### src/rtl/alu_issue_stage.sv
// alu_issue_stage: decodes MIPS-style instructions into ALU op/operands behind a two-entry skid buffer
module alu_issue_stage (
    input  logic        Clk,
    input  logic        Rst,
    input  logic        Flush,
    input  logic        InValid,
    output logic        InReady,
    input  logic [31:0] Instr,
    input  logic [31:0] RsData,
    input  logic [31:0] RtData,
    output logic        OutValid,
    input  logic        OutReady,
    output logic [3:0]  ALUControl,
    output logic [31:0] A,
    output logic [31:0] B,
    output logic [4:0]  WriteReg,
    output logic        RegWrite,
    output logic        Illegal,
    output logic [15:0] IssueCount
);
    typedef struct packed {
        logic [3:0]  ctl;
        logic [31:0] a;
        logic [31:0] b;
        logic [4:0]  wr;
        logic        rw;
        logic        ill;
    } entry_t;

    entry_t dec, head, skid;
    logic skid_valid;
    logic [5:0] op, funct;
    logic [4:0] rt, rd;
    logic [31:0] sext, zext;
    logic in_xfer, out_xfer;

    assign op       = Instr[31:26];
    assign funct    = Instr[5:0];
    assign rt       = Instr[20:16];
    assign rd       = Instr[15:11];
    assign sext     = {{16{Instr[15]}}, Instr[15:0]};
    assign zext     = {16'h0000, Instr[15:0]};
    assign InReady  = !Rst && !skid_valid;
    assign in_xfer  = InValid && InReady;
    assign out_xfer = OutValid && OutReady;

    assign ALUControl = head.ctl;
    assign A          = head.a;
    assign B          = head.b;
    assign WriteReg   = head.wr;
    assign RegWrite   = head.rw;
    assign Illegal    = head.ill;

    // Decode at the input so both buffered entries hold ready-to-issue fields
    always_comb begin
        dec = '0;
        dec.ctl = 4'd2;
        case (op)
            6'h00: begin
                dec.a = RsData;
                dec.b = RtData;
                dec.wr = rd;
                dec.rw = 1'b1;
                case (funct)
                    6'h20, 6'h21: dec.ctl = 4'd2;
                    6'h22, 6'h23: dec.ctl = 4'd6;
                    6'h24: dec.ctl = 4'd0;
                    6'h25: dec.ctl = 4'd1;
                    6'h27: dec.ctl = 4'd3;
                    6'h2A: dec.ctl = 4'd7;
                    6'h00: begin
                        dec.ctl = 4'd10;
                        dec.a = RtData;
                        dec.b = zext;
                    end
                    6'h08: begin
                        dec.ctl = 4'd8;
                        dec.b = '0;
                        dec.rw = 1'b0;
                    end
                    default: dec.ill = 1'b1;
                endcase
            end
            6'h1C: begin
                dec.a = RsData;
                dec.wr = rd;
                dec.rw = 1'b1;
                case (funct)
                    6'h02: begin
                        dec.ctl = 4'd9;
                        dec.b = RtData;
                    end
                    6'h21: begin
                        dec.ctl = 4'd12;
                        dec.b = 32'd1;
                    end
                    6'h20: dec.ctl = 4'd12;
                    default: dec.ill = 1'b1;
                endcase
            end
            6'h08, 6'h09, 6'h23, 6'h0A, 6'h0C, 6'h0D: begin
                dec.ctl = (op == 6'h0A) ? 4'd7 : (op == 6'h0C) ? 4'd0 : (op == 6'h0D) ? 4'd1 : 4'd2;
                dec.a = RsData;
                dec.b = (op == 6'h0C || op == 6'h0D) ? zext : sext;
                dec.wr = rt;
                dec.rw = 1'b1;
            end
            6'h2B: begin
                dec.a = RsData;
                dec.b = sext;
            end
            6'h04, 6'h05: begin
                dec.ctl = 4'd6;
                dec.a = RsData;
                dec.b = RtData;
            end
            6'h02: dec.ctl = 4'd8;
            6'h03: begin
                dec.ctl = 4'd8;
                dec.wr = 5'd31;
                dec.rw = 1'b1;
            end
            default: dec.ill = 1'b1;
        endcase
        if (dec.ill) begin
            dec = '0;
            dec.ctl = 4'd2;
            dec.ill = 1'b1;
        end
    end

    // Output register refills from the skid entry first, then from the input; stalled input goes to skid
    always_ff @(posedge Clk) begin
        if (Rst) begin
            head <= '0;
            skid <= '0;
            OutValid <= 1'b0;
            skid_valid <= 1'b0;
            IssueCount <= '0;
        end else begin
            if (out_xfer) IssueCount <= IssueCount + 16'd1;
            if (Flush) begin
                OutValid <= 1'b0;
                skid_valid <= 1'b0;
            end else if (!OutValid || OutReady) begin
                if (skid_valid) begin
                    head <= skid;
                    OutValid <= 1'b1;
                    skid_valid <= 1'b0;
                end else begin
                    OutValid <= in_xfer;
                    if (in_xfer) head <= dec;
                end
            end else if (in_xfer) begin
                skid <= dec;
                skid_valid <= 1'b1;
            end
        end
    end
endmodule

### config.mk
export PLATFORM = sky130hd
export DESIGN_NAME = alu_issue_stage
export DESIGN_NICKNAME = d
export VERILOG_FILES = /design/src/rtl/alu_issue_stage.sv
export SDC_FILE = /design/constraint.sdc
export NUM_CORES = 1
export LEC_CHECK = 0
export CAP_MARGIN = 0
export CORE_UTILIZATION = 24
export CTS_BUF_LIST = sky130_fd_sc_hd__clkbuf_16
export DETAILED_ROUTE_END_ITERATION = 7
export REMOVE_ABC_BUFFERS = 1
export SLEW_MARGIN = 20
export SYNTH_ARGS = -nofsm -noshare
export SYNTH_HDL_FRONTEND = slang
export SYNTH_SLANG_ARGS = --single-unit
### constraint.sdc
create_clock -name Clk -period 2.72 [get_ports Clk]
set_input_delay 0.544 -clock Clk [delete_from_list [all_inputs] [get_ports Clk]]
set_output_delay 0.544 -clock Clk [all_outputs]
set_load 0.02 [all_outputs]
==> results summary <==
The flow ran to the end, and the final reports show no timing, DRC or antenna violations. The number of instances in the synthesized netlist is 880. The logic gate share of total power came out at 0.108. Registers take 3360 um^2. The number of global-route vias before repair is around 7.4k. The library cell used most frequently in the layout, excluding fill and tap cells, is clkdlybuf4s50_1.

Across the run, the number of max-cap violations was 0. The number of DRC violations after detailed routing is 0. The synthesized flop and latch total is about 170.

Signal routing reaches up to met4. Relative to the synthesized area, the layout overhead comes to 44.3%. The detail-routed via count per cell came out at ~5.1.

The post-synthesis sequential area ratio came out at 0.440. The clock tree from TritonCTS is yes. Setup violations remaining at the end of the flow were counted as 0. The number of clock sinks came out at ~170. The cell area power density is approximately 500 nW/um^2. The top flip-flop cell by instance count after synthesis is dfxtp_1.

The post-route core utilization came out at 0.356. The net switching share of the total power is 0.275. The peak fanout along the critical path came out at 7. Yosys mapped a number of flops with a built-in enable equal to 0. The worst setup path startpoint is Instr[28]. The clock insertion delay at the later pin of the skew report came out at between 400 and 500 ps. The overflow left after global routing came out at 0. The start-to-end type of the worst setup path is in2reg.

The measured slew at the worst slew-check pin came out at 959 ps. The buffer levels on the longest clock path came out at 2. The post-route minimum period came out at between 2000 and 3000 ps. The number of placement rows came out at 64. The finished cells cover about 11000 um^2. Summing every instance area after synthesis gives between 7000 and 8000 um^2. The cell area after placement came out at between 10000 and 15000 um^2.

The largest voltage drop on the vdd net is 0.401 mV. The worst hold path stage count is 2. The hold-fix buffer count after cts is 0. Cell internal power was estimated by the tool at roughly 4.0 mW. In the layout the commonest cells are clkdlybuf4s50_1 (187), dfxtp_1 (167), a21oi_1 (97), nand2_1 (91), buf_4 (69). The arrival time of data at the critical path endpoint came out at 2910 ps. The startpoint identified for the worst hold timing path is skid[31]. The H-tree depth reported by CTS came out at 4. The worst hold path belongs to the class reg2reg.

The cell count of the worst reg-to-reg path came out at 7. The cell leakage power came out at 4.19 nW. The max-slew violation count is 0. The final wirelength is between 20 and 30 mm.

The net switching power came out at 1.51 mW. The number of unique standard cell types used by synthesis is 67. The power share of the clock group came out at 0.440. The register share of total power came out at 0.452. The area of the core region is ~31000 um^2. The number of warning messages in the yosys log came out at 0. The initial utilization of the core area, before any placement, comes to 0.247.

The area of the die is 32500 um^2. For this block, wires on met1 add up to between 10 and 15 mm. The count of endpoints failing hold in the final timing report is 0. The startpoint of the lowest-slack register-to-register path is OutValid.

The global-route wire length before repair came out at 42.7 mm. In the final layout, the multi-input gates occupy 3870 um^2. The count of TritonRoute iterations in the first routing pass came out at 5. The die is approximately 180 um tall. The number of buffers inserted by port buffering came out at approximately 190.

The final period utilization is 0.961. Pin placement for this block handled roughly 190 I/O pins. The overall track demand over capacity in global routing came out at 0.168. STA classifies the critical path startpoint as an input pin.

The final RePlAce weighted congestion came out at 0.872. Of the cells placed in the final design, the portion with a size suffix greater than 1 is 0.144. Entering global routing, the biggest net connects 80 pins.

The number of design-rule violations left by the first detailed-router iteration came out at 605. Setup repair after global routing left no endpoint under its margin. Buffers inserted during clock tree synthesis total 17.

The number of nets in the layout came out at ~1.2k. Summed over all failing endpoints, the final setup total negative slack is 0 ps. Clock-pin slew was measured on the worst setup and hold paths at 70 ps.

After legalization and detailed placement, the total HPWL measured 18.5 mm. The length of routed met3 wiring came out at 1.62 mm. Once detail routing completed, the nets flagged for antenna violations numbered 0. In the final routed layout, each cell accounts on average for around 18 um.

The synthesized area per cell is 8.68 um^2. The overall die width came out at between 150 and 200 um. The amount of wire on met2 after detailed routing is around 13 mm. The nature of the critical path endpoint is a register. The maximum clock frequency came out at roughly 380 MHz.

Summing over every cut layer, the via total after detailed routing is around 7.6k. The initial antenna violation count came out at 2. The endpoint required time on the critical path came out at 3020 ps. The fraction of registers with async set/reset came out at 0. The endpoint with the worst hold slack is skid[31]. The endpoint identified for the worst register-to-register timing path is skid[38]. Across the routed clock network, the largest skew measured is between 10 and 15 ps. Counting the fill cells in the layout gives about 3.1k. The minimum setup slack among reg-to-reg paths came out at 750 ps. The buffer cell driving the clock tree root is clkbuf_16. Measured against its own limit, the worst slew margin works out to 0.360.
-- stage by stage --
stage	setup WS (ps)	cells	hold slack, ps	total power, mW
floorplan	-1950	803	419	2.73
detailed placement	-551	1468	433	3.13
global route	7.62	1503	454	5.72
finish	107	1503	447	5.50
global placement	-527	1468	426	3.13
CTS	79.3	1501	444	5.57
-- cell usage after synthesis, types with 3 or more instances --
cell type	instances	area (um^2)
nor3b_1	4	30.0
inv_1	10	37.5
o21ai_1	10	50.1
xnor2_1	6	52.6
or3_1	9	56.3
a2bb2oi_1	5	43.8
nor3_1	12	60.1
a21oi_1	97	485
nand4_1	3	18.8
o211ai_1	3	22.5
a211oi_1	12	90.1
o21ai_2	20	175
o22ai_1	29	181
a21o_1	32	240
nor2_1	44	165
buf_2	6	30.0
dfxtp_1	168	3360
o2bb2ai_1	3	26.3
a22oi_1	17	128
o21ai_0	20	100
nand2_1	92	345
nor4_1	4	25.0
a221oi_1	8	70.1
buf_1	4	15.0
a22o_1	62	543
buf_6	11	124
a31oi_1	3	18.8
nand2b_1	6	37.5
clkbuf_1	53	199
nand3_1	44	220
and3_1	31	194
xor2_1	6	52.6
nand3b_1	3	22.5
-- layer usage --
layer	GRT usage	vias to the layer above
met5	0	-
met4	0.0680	0
met3	0.0327	45
met2	0.277	280
met1	0.215	3619
li1	-	3679
-- logic make-up (layout without fill, tap and decap cells) --
group,after synthesis,in the layout,share of synthesized area
and+or+nand+nor,275,276,0.180
AOI/OAI and AO/OA,336,336,0.303
muxes,1,1,0.00131
DFF,168,168,0.440
buffers and inverters,87,312,0.0593
other,0,1,0
adders and majority gates,1,1,0.00164
xor gates and xnor gates,12,12,0.0138
-- worst max path at each step --
stage / end / slack, ps / cells after the start
2_1_floorplan: B[10] / -1950 / 4
3_3_place_gp: ALUControl[1] / -530 / 7
3_5_place_dp: ALUControl[1] / -550 / 7
4_1_cts: skid[70] / 80 / 8
5_1_grt: B[8] / 8 / 10
6_report: WriteReg[1] / 110 / 8
-- layout make-up --
class                           instances  share of cell area
Multi-Input combinational cell        626               0.351
Sequential cell                       168               0.305
Timing Repair Buffer                  270               0.241
Tap cell                              396              0.0450
Clock buffer                           17              0.0386
Clock inverter                         15              0.0145
Inverter                               10             0.00341
Antenna cell                            1            0.000227
-- worst max-delay path, stage by stage --
cell and delay [ps]:
clkdlybuf4s50_1 420, or4_4 560, or3_4 380, o32a_1 390, buf_4 150, nand3_2 150, a2bb2oi_1 220, a211oi_1 90
-- flip-flops by register name, indices dropped and copies added (netlist names) --
register / flops
OutValid: 1
B: 32
IssueCount: 16
RegWrite: 1
WriteReg: 5
ALUControl: 4
skid: 75
skid_valid: 1
Illegal: 1
A: 32
-- timing repair --
item | in CTS | in global routing
endpoints found under the setup margin | 32 | 15
cloned | 1 | 0
hold endpoints to repair | 0 | 0
gates resized for setup | 1 | 3
pin swaps | 0 | 2
buffers inserted | 0 | 1
-- power groups by stage --
stage | registers [mW] | clock network [mW] | logic (mW)
detailed placement | 2.54 | 0 | 0.590
CTS | 2.48 | 2.49 | 0.597
finish | 2.48 | 2.42 | 0.595
floorplan | 2.56 | 0 | 0.178
global placement | 2.54 | 0 | 0.589
global route | 2.48 | 2.60 | 0.636
Note: power is estimated with default switching activity, not from simulation.
